[config.mk]
export PLATFORM = sky130hd
export DESIGN_NAME = mmio_bus_bridge
export DESIGN_NICKNAME = d
export VERILOG_FILES = /design/src/rtl/mmio_bus_bridge.sv
export SDC_FILE = /design/constraint.sdc
export NUM_CORES = 1
export LEC_CHECK = 0
export ABC_AREA = 1
export CAP_MARGIN = 20
export CORE_AREA = 2 2 171 173
export DETAILED_ROUTE_END_ITERATION = 6
export DIE_AREA = 0 0 173 175
export SLEW_MARGIN = 20
export SYNTH_ARGS = -nofsm -noshare
export SYNTH_HDL_FRONTEND = slang
export SYNTH_SLANG_ARGS = --single-unit
[constraint.sdc]
create_clock -name clk -period 4.7 [get_ports clk]
set_input_delay 0.705 -clock clk [delete_from_list [all_inputs] [get_ports clk]]
set_output_delay 0.705 -clock clk [all_outputs]
set_load 0.02 [all_outputs]
[src/rtl/mmio_bus_bridge.sv]
// mmio_bus_bridge: CPU data-port decoder passing RAM through combinationally and
// bridging NCH top-of-address-space I/O channels via a req/ack handshake with timeout.
module mmio_bus_bridge #(
  parameter int NCH = 7,
  parameter int TIMEOUT = 15,
  localparam int SELW = $clog2(NCH + 1)
) (
  input  logic              clk,
  input  logic              reset,
  input  logic [31:0]       address,
  input  logic              memwrite,
  input  logic              memread,
  input  logic [31:0]       wdata,
  input  logic [31:0]       ram_rdata,
  output logic              ram_we,
  output logic [SELW-1:0]   sel,
  output logic [NCH-1:0]    io_req,
  output logic              io_we,
  output logic [31:0]       io_wdata,
  input  logic [32*NCH-1:0] io_rdata,
  input  logic [NCH-1:0]    io_ack,
  output logic [31:0]       rdata,
  output logic              stall,
  input  logic              err_clr,
  output logic              bus_err,
  output logic [31:0]       err_addr
);
  localparam int CW = $clog2(TIMEOUT + 1);
  typedef enum logic [1:0] {IDLE, WAIT, DONE} state_t;
  state_t state;
  logic [CW-1:0] cnt;
  logic [31:0] off, addr_q, rd_q, ack_data;
  logic io_hit, access, ack_hit;
  assign off = ~address;
  assign io_hit = off < 32'(NCH);
  assign sel = io_hit ? SELW'(off + 32'd1) : '0;
  assign ram_we = memwrite & ~io_hit & ~reset;
  assign access = io_hit & (memwrite | memread);
  assign stall = ~reset & ((state == IDLE & access) | state == WAIT);
  assign rdata = state == DONE ? rd_q : ram_rdata;
  // io_req is one-hot on the latched channel, so it doubles as the read-data and ack select
  assign ack_hit = |(io_ack & io_req);
  always_comb begin
    ack_data = '0;
    for (int i = 0; i < NCH; i++)
      ack_data = ack_data | (io_req[i] ? io_rdata[32*i +: 32] : 32'd0);
  end
  always_ff @(posedge clk or posedge reset)
    if (reset) begin
      state <= IDLE;
      io_req <= '0;
      io_we <= 1'b0;
      io_wdata <= '0;
      rd_q <= '0;
      cnt <= '0;
      bus_err <= 1'b0;
      err_addr <= '0;
      addr_q <= '0;
    end else begin
      if (err_clr) bus_err <= 1'b0;
      case (state)
        IDLE: if (access) begin
          io_req <= NCH'(1) << off;
          io_we <= memwrite;
          io_wdata <= wdata;
          addr_q <= address;
          cnt <= '0;
          state <= WAIT;
        end
        WAIT: if (ack_hit) begin
          if (!io_we) rd_q <= ack_data;
          io_req <= '0;
          state <= DONE;
        end else if (cnt == CW'(TIMEOUT - 1)) begin
          io_req <= '0;
          rd_q <= '0;
          bus_err <= 1'b1;
          err_addr <= addr_q;
          state <= DONE;
        end else cnt <= cnt + 1'b1;
        default: state <= IDLE;
      endcase
    end
endmodule

==> results.py <==
metrics = {
    "outcome": {
        "status": "finished, final reports clean",
    },
    "global_route": {
        "grt_pass1_wl_um": 47860,
        "grt_usage_pct": 20.82,
        "antenna_found_initial": 5,
        "grt_overflow": 0,
        "grt_pass1_vias": 8003,
        "grt_max_degree": 144,
    },
    "placed_design": {
        "dp_hpwl_um": 24830,
        "place_area_um2": 12480,
        "io_buffers": 441,
        "place_congestion": 0.8705,
    },
    "synth": {
        "synth_edf_count": 0,
        "syn_nets": 1393,
        "yosys_register_bits": 143,
        "ys_async_sr_fraction_pct": 100.0,
        "netlist_area_um2": 7757,
        "synth_flop_cell": "dfrtp_1",
        "yosysUniqueCellTypes": 28,
        "syn_area_per_cell_um2": 7.332,
        "ys_seq_area_share_pct": 46.13,
        "synth_cells": 1058,
        "yosysWarnings": 0,
    },
    "worst_setup_path": {
        "worstSetupEndpointType": "primary output",
        "critical_path_arrival_ns": 2.84,
        "path_common_cell": "clkdlybuf4s50_1",
        "reg2reg_depth": 10,
        "criticalPathCategory": "in2out",
        "cpMaxStageDelayCell": "clkdlybuf4s50_1",
        "startpoint_type": "input pin",
        "cp_data_required_time_ns": 3.99,
        "worst-path-max-fanout": 4,
        "crit_chain": "clkdlybuf4s50_1 -> inv_1 -> ha_1 -> a21boi_1 -> nand2_1 -> nor2_2 -> nand3_4 -> a21oi_2 -> clkdlybuf4s50_1",
        "max_stage_delay_ns": 0.68,
    },
    "routing": {
        "detail-route-antenna-nets": 0,
        "vias": 8214,
        "via_per_inst": 4.395,
        "first_pass_iters": 5,
        "initialDrtViolationCount": 572,
        "routedWlPerCell_um": 17.19,
        "drc": 0,
        "drt_wl_total_um": 32130,
    },
    "sta": {
        "layout_min_cycle_time_ns": 3.541,
        "finClkSkew_ns": 0.01847,
        "final_max_slew_viol_count": 0,
        "holdWs_ns": 0.4471,
        "final-setup-viol-count": 0,
        "tns_ns": 0,
        "tightest_slew_ns": 0.8129,
        "fmax_mhz": 282.4,
        "relSlewSlack_pct": 45.61,
        "finalCritPeriodShare_pct": 75.34,
        "rsz0062_at_grt": "no",
        "hold_viol_final": 0,
    },
    "die": {
        "die_y_um": 175,
        "rows": 62,
        "coreArea_um2": 28390,
        "dieArea_um2": 30280,
        "die-width_um": 173,
        "ios": 442,
        "start_util_pct": 27.32,
    },
    "clock_tree": {
        "clock_sinks": 143,
        "clock_path_buffers": 2,
        "cts_resized": 0,
        "post_cts_buffers": 0,
        "cts_buffers": 17,
        "root_buffer": "clkbuf_16",
        "htreeDepth": 4,
        "cts_hold_buf": 0,
        "cts_tree": "yes",
        "worstSkewPairLatency_ns": 0.42,
        "path_clk_slew_ns": 0.07,
    },
    "pwr": {
        "total_power_w": 0.002977,
        "ir_drop_mv": 0.2119,
        "p_leak_nw": 6.055,
        "power_density_nw_per_um2": 227.2,
    },
    "finish": {
        "multi_input_area_um2": 3525,
        "final_nets": 1805,
        "drive_gt1_share_pct": 6.541,
        "seq_area_um2": 3578,
        "design_area_um2": 13100,
        "final_util_pct": 46.15,
        "fillers": 2872,
        "syn2layout_area_growth_pct": 68.90,
    },
    "flow_run": {
        "maxCapViolCount": 0,
    },
    "hold_path": {
        "hold_class": "reg2reg",
        "hold_depth": 2,
    },
}
-- routing by layer --
metal	global-route usage (%)	vias up	wire [µm]
li1	-	4135	-
met1	27.61	3734	14140
met2	33.30	294	15130
met3	5.091	47	2059
met4	6.992	4	772
met5	0	-	29
-- kinds of logic after synthesis --
logic type | Yosys count | share of synthesized area [%]
xor+xnor | 3 | 0.3388
mux | 32 | 4.645
buf+inv | 157 | 8.532
compound gates | 95 | 6.258
flops | 143 | 46.13
fa+ha+maj | 3 | 0.4839
simple gates | 625 | 33.61
-- path summary, 6_finish.rpt --
kind	endpoint	slack, ns	startpoint
setup / recovery	stall	1.16	address[0]
hold / removal	addr_q[30]	0.45	addr_q[30]
setup reg to reg	rd_q[2]	1.97	io_req[0]
hold reg to reg	addr_q[30]	0.45	addr_q[30]
max in group asynchronous	rd_q[22]	3.17	reset
min in group asynchronous	err_addr[5]	0.97	reset
-- report_power, final --
group | switching (W) | internal, W
Combinational | 0.000109 | 0.000279
Sequential | 0.0000000000181 | 0.00123
Clock | 0.000635 | 0.000724
Total | 0.000743 | 0.00223
-- cells in the final DEF, fill, tap and decap left out, types with 3 or more instances in the layout --
master | Yosys | final
nand3_1 | 57 | 57
dfrtp_1 | 143 | 143
nand3b_1 | 14 | 14
nor2_2 | 5 | 5
inv_2 | 4 | 4
nor2_1 | 31 | 31
nand4_1 | 25 | 25
ha_1 | 3 | 3
inv_1 | 91 | 90
clkinv_8 | 0 | 8
clkbuf_16 | 0 | 17
o21ai_0 | 53 | 53
nand2_1 | 475 | 475
clkdlybuf4s50_1 | 0 | 441
o21ai_1 | 39 | 39
and3_1 | 10 | 10
inv_6 | 0 | 3
mux2_2 | 32 | 32
nand2_2 | 3 | 3
buf_4 | 3 | 13
-- critical path: cells and delay by family --
kind,cells,cell delay (ns)
adders and majority gates,1,0.23
AOI/OAI and AO/OA,2,0.28
and+or+nand+nor,3,0.32
buffers and inverters,3,1.29
-- metrics by stage --
stage,instances,setup slack (ns)
3_3_place_gp,1835,1.161
5_1_grt,1868,1.034
3_5_place_dp,1835,1.137
2_1_floorplan,1058,0.5679
6_report,1869,1.159
4_1_cts,1867,1.136
-- Yosys cell counts (2+ instances only) --
library cell	instances	area, µm²
dfrtp_1	143	3578
nor2_2	5	31.28
ha_1	3	37.54
o21ai_0	53	265.3
nand2_2	3	18.77
inv_2	4	15.01
nand3b_1	14	105.1
mux2_2	32	360.4
and3_1	10	62.56
buf_4	3	22.52
xor2_1	2	17.52
nor2_1	31	116.4
nor2_4	2	22.52
clkbuf_1	30	112.6
nand4_1	25	156.4
buf_2	25	125.1
o21ai_1	39	195.2
buf_6	4	45.04
nand2_1	475	1783
nand3_1	57	285.3
inv_1	91	341.6
-- flip-flops by register name (all words and copies together), names as in the netlist --
register,cells
addr_q,32
err_addr,32
io_wdata,32
rd_q,32
io_req,7
cnt,4
state,2
bus_err,1
io_we,1
-- cell type report --
class / instances / area share [%]
tap: 384 / 3.667
timing repair buffer: 455 / 34.59
clock buffer: 17 / 3.247
multi-input combinational: 758 / 26.90
clock inverter: 15 / 1.499
sequential: 143 / 27.31
antenna: 2 / 0.03820
inverter: 95 / 2.750
Note: power is estimated with default switching activity, not from simulation.
==> RTL change 1 (same settings) <==
Register the output `err_addr` once more, with the module's reset; this adds one clock of latency there. The other outputs are not delayed to match.
--- a/src/rtl/mmio_bus_bridge.sv
+++ b/src/rtl/mmio_bus_bridge.sv
@@ -27,6 +27,8 @@
 );
   localparam int CW = $clog2(TIMEOUT + 1);
   typedef enum logic [1:0] {IDLE, WAIT, DONE} state_t;
+
+  logic [31:0] err_addr_s0;
   state_t state;
   logic [CW-1:0] cnt;
   logic [31:0] off, addr_q, rd_q, ack_data;
@@ -54,7 +56,7 @@
       rd_q <= '0;
       cnt <= '0;
       bus_err <= 1'b0;
-      err_addr <= '0;
+      err_addr_s0 <= '0;
       addr_q <= '0;
     end else begin
       if (err_clr) bus_err <= 1'b0;
@@ -75,11 +77,19 @@
           io_req <= '0;
           rd_q <= '0;
           bus_err <= 1'b1;
-          err_addr <= addr_q;
+          err_addr_s0 <= addr_q;
           state <= DONE;
         end else cnt <= cnt + 1'b1;
         default: state <= IDLE;
       endcase
     end
+  always_ff @(posedge clk or posedge reset) begin
+    if (reset) begin
+      err_addr <= '0;
+    end else begin
+      err_addr <= err_addr_s0;
+    end
+  end
+
 endmodule
 
Formal check against the unedited RTL: same outputs for any inputs over 4 cycles, from zero or initial values and one cycle with reset high; that may be too few to reach the edited logic, so the function may still have changed.
==> RTL change 1 against the original RTL <==
  * Non-clock buffer count down 1
  * Critical path depth unchanged
  * Setup slack got worse by 0.17 ns
  * Sequential power increased by 22%
  * Maximum frequency decreased by 4.6%
  * Register-to-register slack got worse by 0.11 ns
  * Sequential cell count increased by 32
  * Hold slack got worse by 0.076 ns
  * Area after synthesis is 12% higher
  * Total power rose by 11%
  * Clock skew fell by 0.0017 ns
  * Routed wire length increased by 3.0%
  * Design area up 6.1%
  * Highest routed layer is now met4
==> RTL change 1: results (changes against the original RTL) <==
XOR/XNOR Fraction of Synth Area=0.304% (-0.035 points); Compound-Gate Fraction of Synth Area=4.28% (-2.0 points); largest net degree at the start of global routing=176 (+22%); layout cells sized above 1=7.19% (+0.65 points); post-place setup slack=0.966 ns (-0.171 ns); worst-margin pin slew=1.05 ns (+0.239 ns); final setup skew=0.0167 ns (-0.00173 ns); initial DRC count=606 (+5.9%); vias per cell=4.48 (+2.0%); RD Place Congestion=0.902 (+3.6%); Largest stage delay, worst path=0.64 ns (-0.04 ns); vias in the first global route=8618 (+7.7%); largest cells by area after synthesis=dfrtp_1 51%, nand2_1 23%, mux2_2 4.2%; CP Max Fanout=13 (+9); share of the yosys chip area belonging to registers=50.6% (+4.5 points); Unique masters post-synth=30 (+7.1%); GRT met3 Usage=4.85% (-0.24 points); mux contribution to synthesized area=4.16% (-0.48 points); fin nets=1837 (+1.8%); GRT busiest layer=met2; ant diodes=0 (-2); Synth Net Count=1426 (+2.4%); GR Layer Usage met1=29.2% (+1.6 points); DPL Wire Length=25.6 mm (+3.0%); worst vdd ir=243 uV (+15%); first-pass GRT wire length=50.8 mm (+6.1%); status=completed; overall routing resource usage=22.0% (+1.2 points); initial antenna violation count=0 (-5); Synth Area in Adders=0.434% (-0.050 points); total wire length=33.1 mm (+3.0%)
RTL change 1: cells by family after synthesis:
kind of cell    after synthesis
flops                       175
buf+inv                     126
compound gates               69
xor+xnor                      3
fa+ha+maj                     3
mux                          32
simple gates                683
RTL change 1: critical path, delay by kind of cell:
family | cells | cell delay [ns]
AOI/OAI and AO/OA | 2 | 0.37
adders and majority gates | 1 | 0.22
and+or+nand+nor | 3 | 0.50
buffers and inverters | 3 | 1.21
RTL change 1: per-layer routing:
layer	up-vias	routed length [um]
met5	-	0
met4	0	1000
met3	51	1770
met2	293	15300
met1	3924	15000
li1	4244	-
RTL change 1: layout make-up:
cell class	count	area, um2	share of cell area (%)
repair buffers	454	4520	32.5
flip-flops and latches	175	4380	31.5
multi-input cells	790	3670	26.4
well taps	384	480	3.46
clock inverters	15	181	1.30
inverters	64	244	1.75
clock buffers	17	425	3.06
RTL change 1: metrics by stage:
stage | area (um2) | util (%) | cells
finish | 13900 | 49.0 | 1899
detailed placement | 13300 | 46.8 | 1867
global route | 13900 | 49.0 | 1899
CTS | 13900 | 49.0 | 1899
floorplan | 8660 | - | 1091
global placement | 13300 | 46.8 | 1867
RTL change 1: final timing paths:
path	startpoint	endpoint	slack, ns	cells after the start
worst max-delay path	address[1]	stall	0.99	9
worst min-delay path	err_addr_s0[14]	err_addr[14]	0.37	0
worst max register to register	io_req[4]	rd_q[22]	1.86	11
worst min register to register	err_addr_s0[14]	err_addr[14]	0.37	0
max in group asynchronous	reset	rd_q[26]	2.95	3
min in group asynchronous	reset	io_wdata[1]	0.89	3
RTL change 1: where the power goes:
part	internal (W)	switching (W)	leakage [nW]
sequential	0.00150	0.0000000000605	2.29
combinational	0.000277	0.000113	3.99
clock	0.000725	0.000693	0.288
total	0.00251	0.000806	6.57
==> RTL change 2 (same settings) <==
Made on the original files. Set the parameter `NCH` to 8 (it was 7).
--- a/src/rtl/mmio_bus_bridge.sv
+++ b/src/rtl/mmio_bus_bridge.sv
@@ -1,7 +1,7 @@
 // mmio_bus_bridge: CPU data-port decoder passing RAM through combinationally and
 // bridging NCH top-of-address-space I/O channels via a req/ack handshake with timeout.
 module mmio_bus_bridge #(
-  parameter int NCH = 7,
+  parameter int NCH = 8,
   parameter int TIMEOUT = 15,
   localparam int SELW = $clog2(NCH + 1)
 ) (
Ports: changed (resized io_ack, io_rdata, io_req and sel); port bits go from 442 to 477. No check against the original RTL was run, so the function may have changed too.
==> RTL change 2 against the original RTL <==
  * Area after synthesis grew 0.98%
  * Maximum frequency shrank 0.37%
  * Design area grew 2.6%
  * Critical path depth is the same
  * Critical path type unchanged
  * Highest routed layer unchanged
  * Synthesized cell count shrank 3.8%
  * Setup slack lost 0.013 ns
  * Largest cell class unchanged
  * Sequential cell count grew 1
  * Total power shrank 2.6%
  * Hold slack is essentially flat
  * Routed wire length grew 8.8%
  * Core utilization grew 1.2 points
  * Critical endpoint is now sel[1]
==> RTL change 2: results (changes against the original RTL) <==
M1 WL=15.1 mm (+6.9%); Worst Reg-to-Reg Cells=8 (-2); post-route setup slack=1.15 ns (-0.0131 ns); share of the yosys chip area belonging to registers=46.0% (-0.13 points); Worst Hold Endpoint=addr_q[19]; Worst Hold Slack=0.448 ns (+0.000471 ns); Placed Cells=1827 (-0.44%); Storage cell area=0.00360 mm2 (+0.73%); comb_multi_in=734 (-3.2%); final setup skew=0.0111 ns (-0.00739 ns); Met3 Wirelength=2.41 mm (+17%); list of most frequent post-synthesis cells=437 x nand2_1, 144 x dfrtp_1, 76 x inv_1, 75 x o21ai_0, 72 x nand4_1; Bufs and invs on worst path=2 (-1); vias per cell=4.60 (+4.7%); clock sink count=144 (+0.70%); area of the multi-input gates=0.00364 mm2 (+3.2%); status=completed; Leakage=5.74 nW (-5.2%); overall routing resource usage=22.5% (+1.7 points); met2 Resource Use GR=37.2% (+3.9 points); largest net degree at the start of global routing=145 (+0.69%); Filler Cell Count=2843 (-1.0%); Largest stage delay, worst path=0.62 ns (-0.06 ns); clk cell area share=3.97% (-0.78 points); Unique masters post-synth=30 (+7.1%); clock buffers=18 (+1); met2 WL post-DR=16.8 mm (+11%); worst vdd ir=152 uV (-28%); RD Place Congestion=0.913 (+4.8%); initial DRC count=501 (-12%); DPL Wire Length=25.7 mm (+3.3%); CP Launch Point=address[19]; wire per inst=18.8 um (+9.4%); vias in the first global route=8428 (+5.3%); GRT met3 Usage=5.83% (+0.74 points); largest cells by area after synthesis=dfrtp_1 46%, nand2_1 21%, nand4_1 5.7%; r2r endpoint=rd_q[24]; Reg-to-Reg Start=io_req[6]; first-pass GRT wire length=52.1 mm (+8.9%); port bufs=476 (+7.9%); Cells after Synth=1018 (-3.8%); fraction of cell area in non-clock buffers=36.4% (+1.8 points); initial antenna violation count=3 (-2); WP data arrival=2.85 ns (about the same); CP Max Fanout=6 (+2); via count=8554 (+4.1%); Hold Crit Start=addr_q[19]; crit path to=sel[1]; Synth Net Count=1386 (-0.50%)
[RTL change 2: changes by cell type after synthesis, sizes merged, moves of 2 or more]
cell and change:
nor2 -10, o21ai +42, a31oi +2, nand3b -14
nand4 +48, buf -4, clkbuf +5, and3 -9
inv -18, nand3 -42, nand2 -39
[RTL change 2: stage by stage]
| stage | power [W] | cell area, um2 |
|---|---|---|
| after floorplan | 0.00133 | 7840 |
| after global placement | 0.00168 | 12900 |
| after detailed placement | 0.00168 | 12900 |
| after CTS | 0.00294 | 13400 |
| after global routing | 0.00303 | 13400 |
| final | 0.00290 | 13400 |
[RTL change 2: where the power goes]
part | internal, W | switching, W | total [W]
clock network | 0.000681 | 0.000564 | 0.00124
logic | 0.000302 | 0.000113 | 0.000415
registers | 0.00124 | 0.0000000000797 | 0.00124
[RTL change 2: cell families after synthesis]
logic type	share of synthesized area [%]
AOI/OAI and AO/OA	10.5
xor gates and xnor gates	0.112
adders and majority gates	0.479
buffers and inverters	7.60
DFF	46.0
muxes	4.60
and+or+nand+nor	30.7
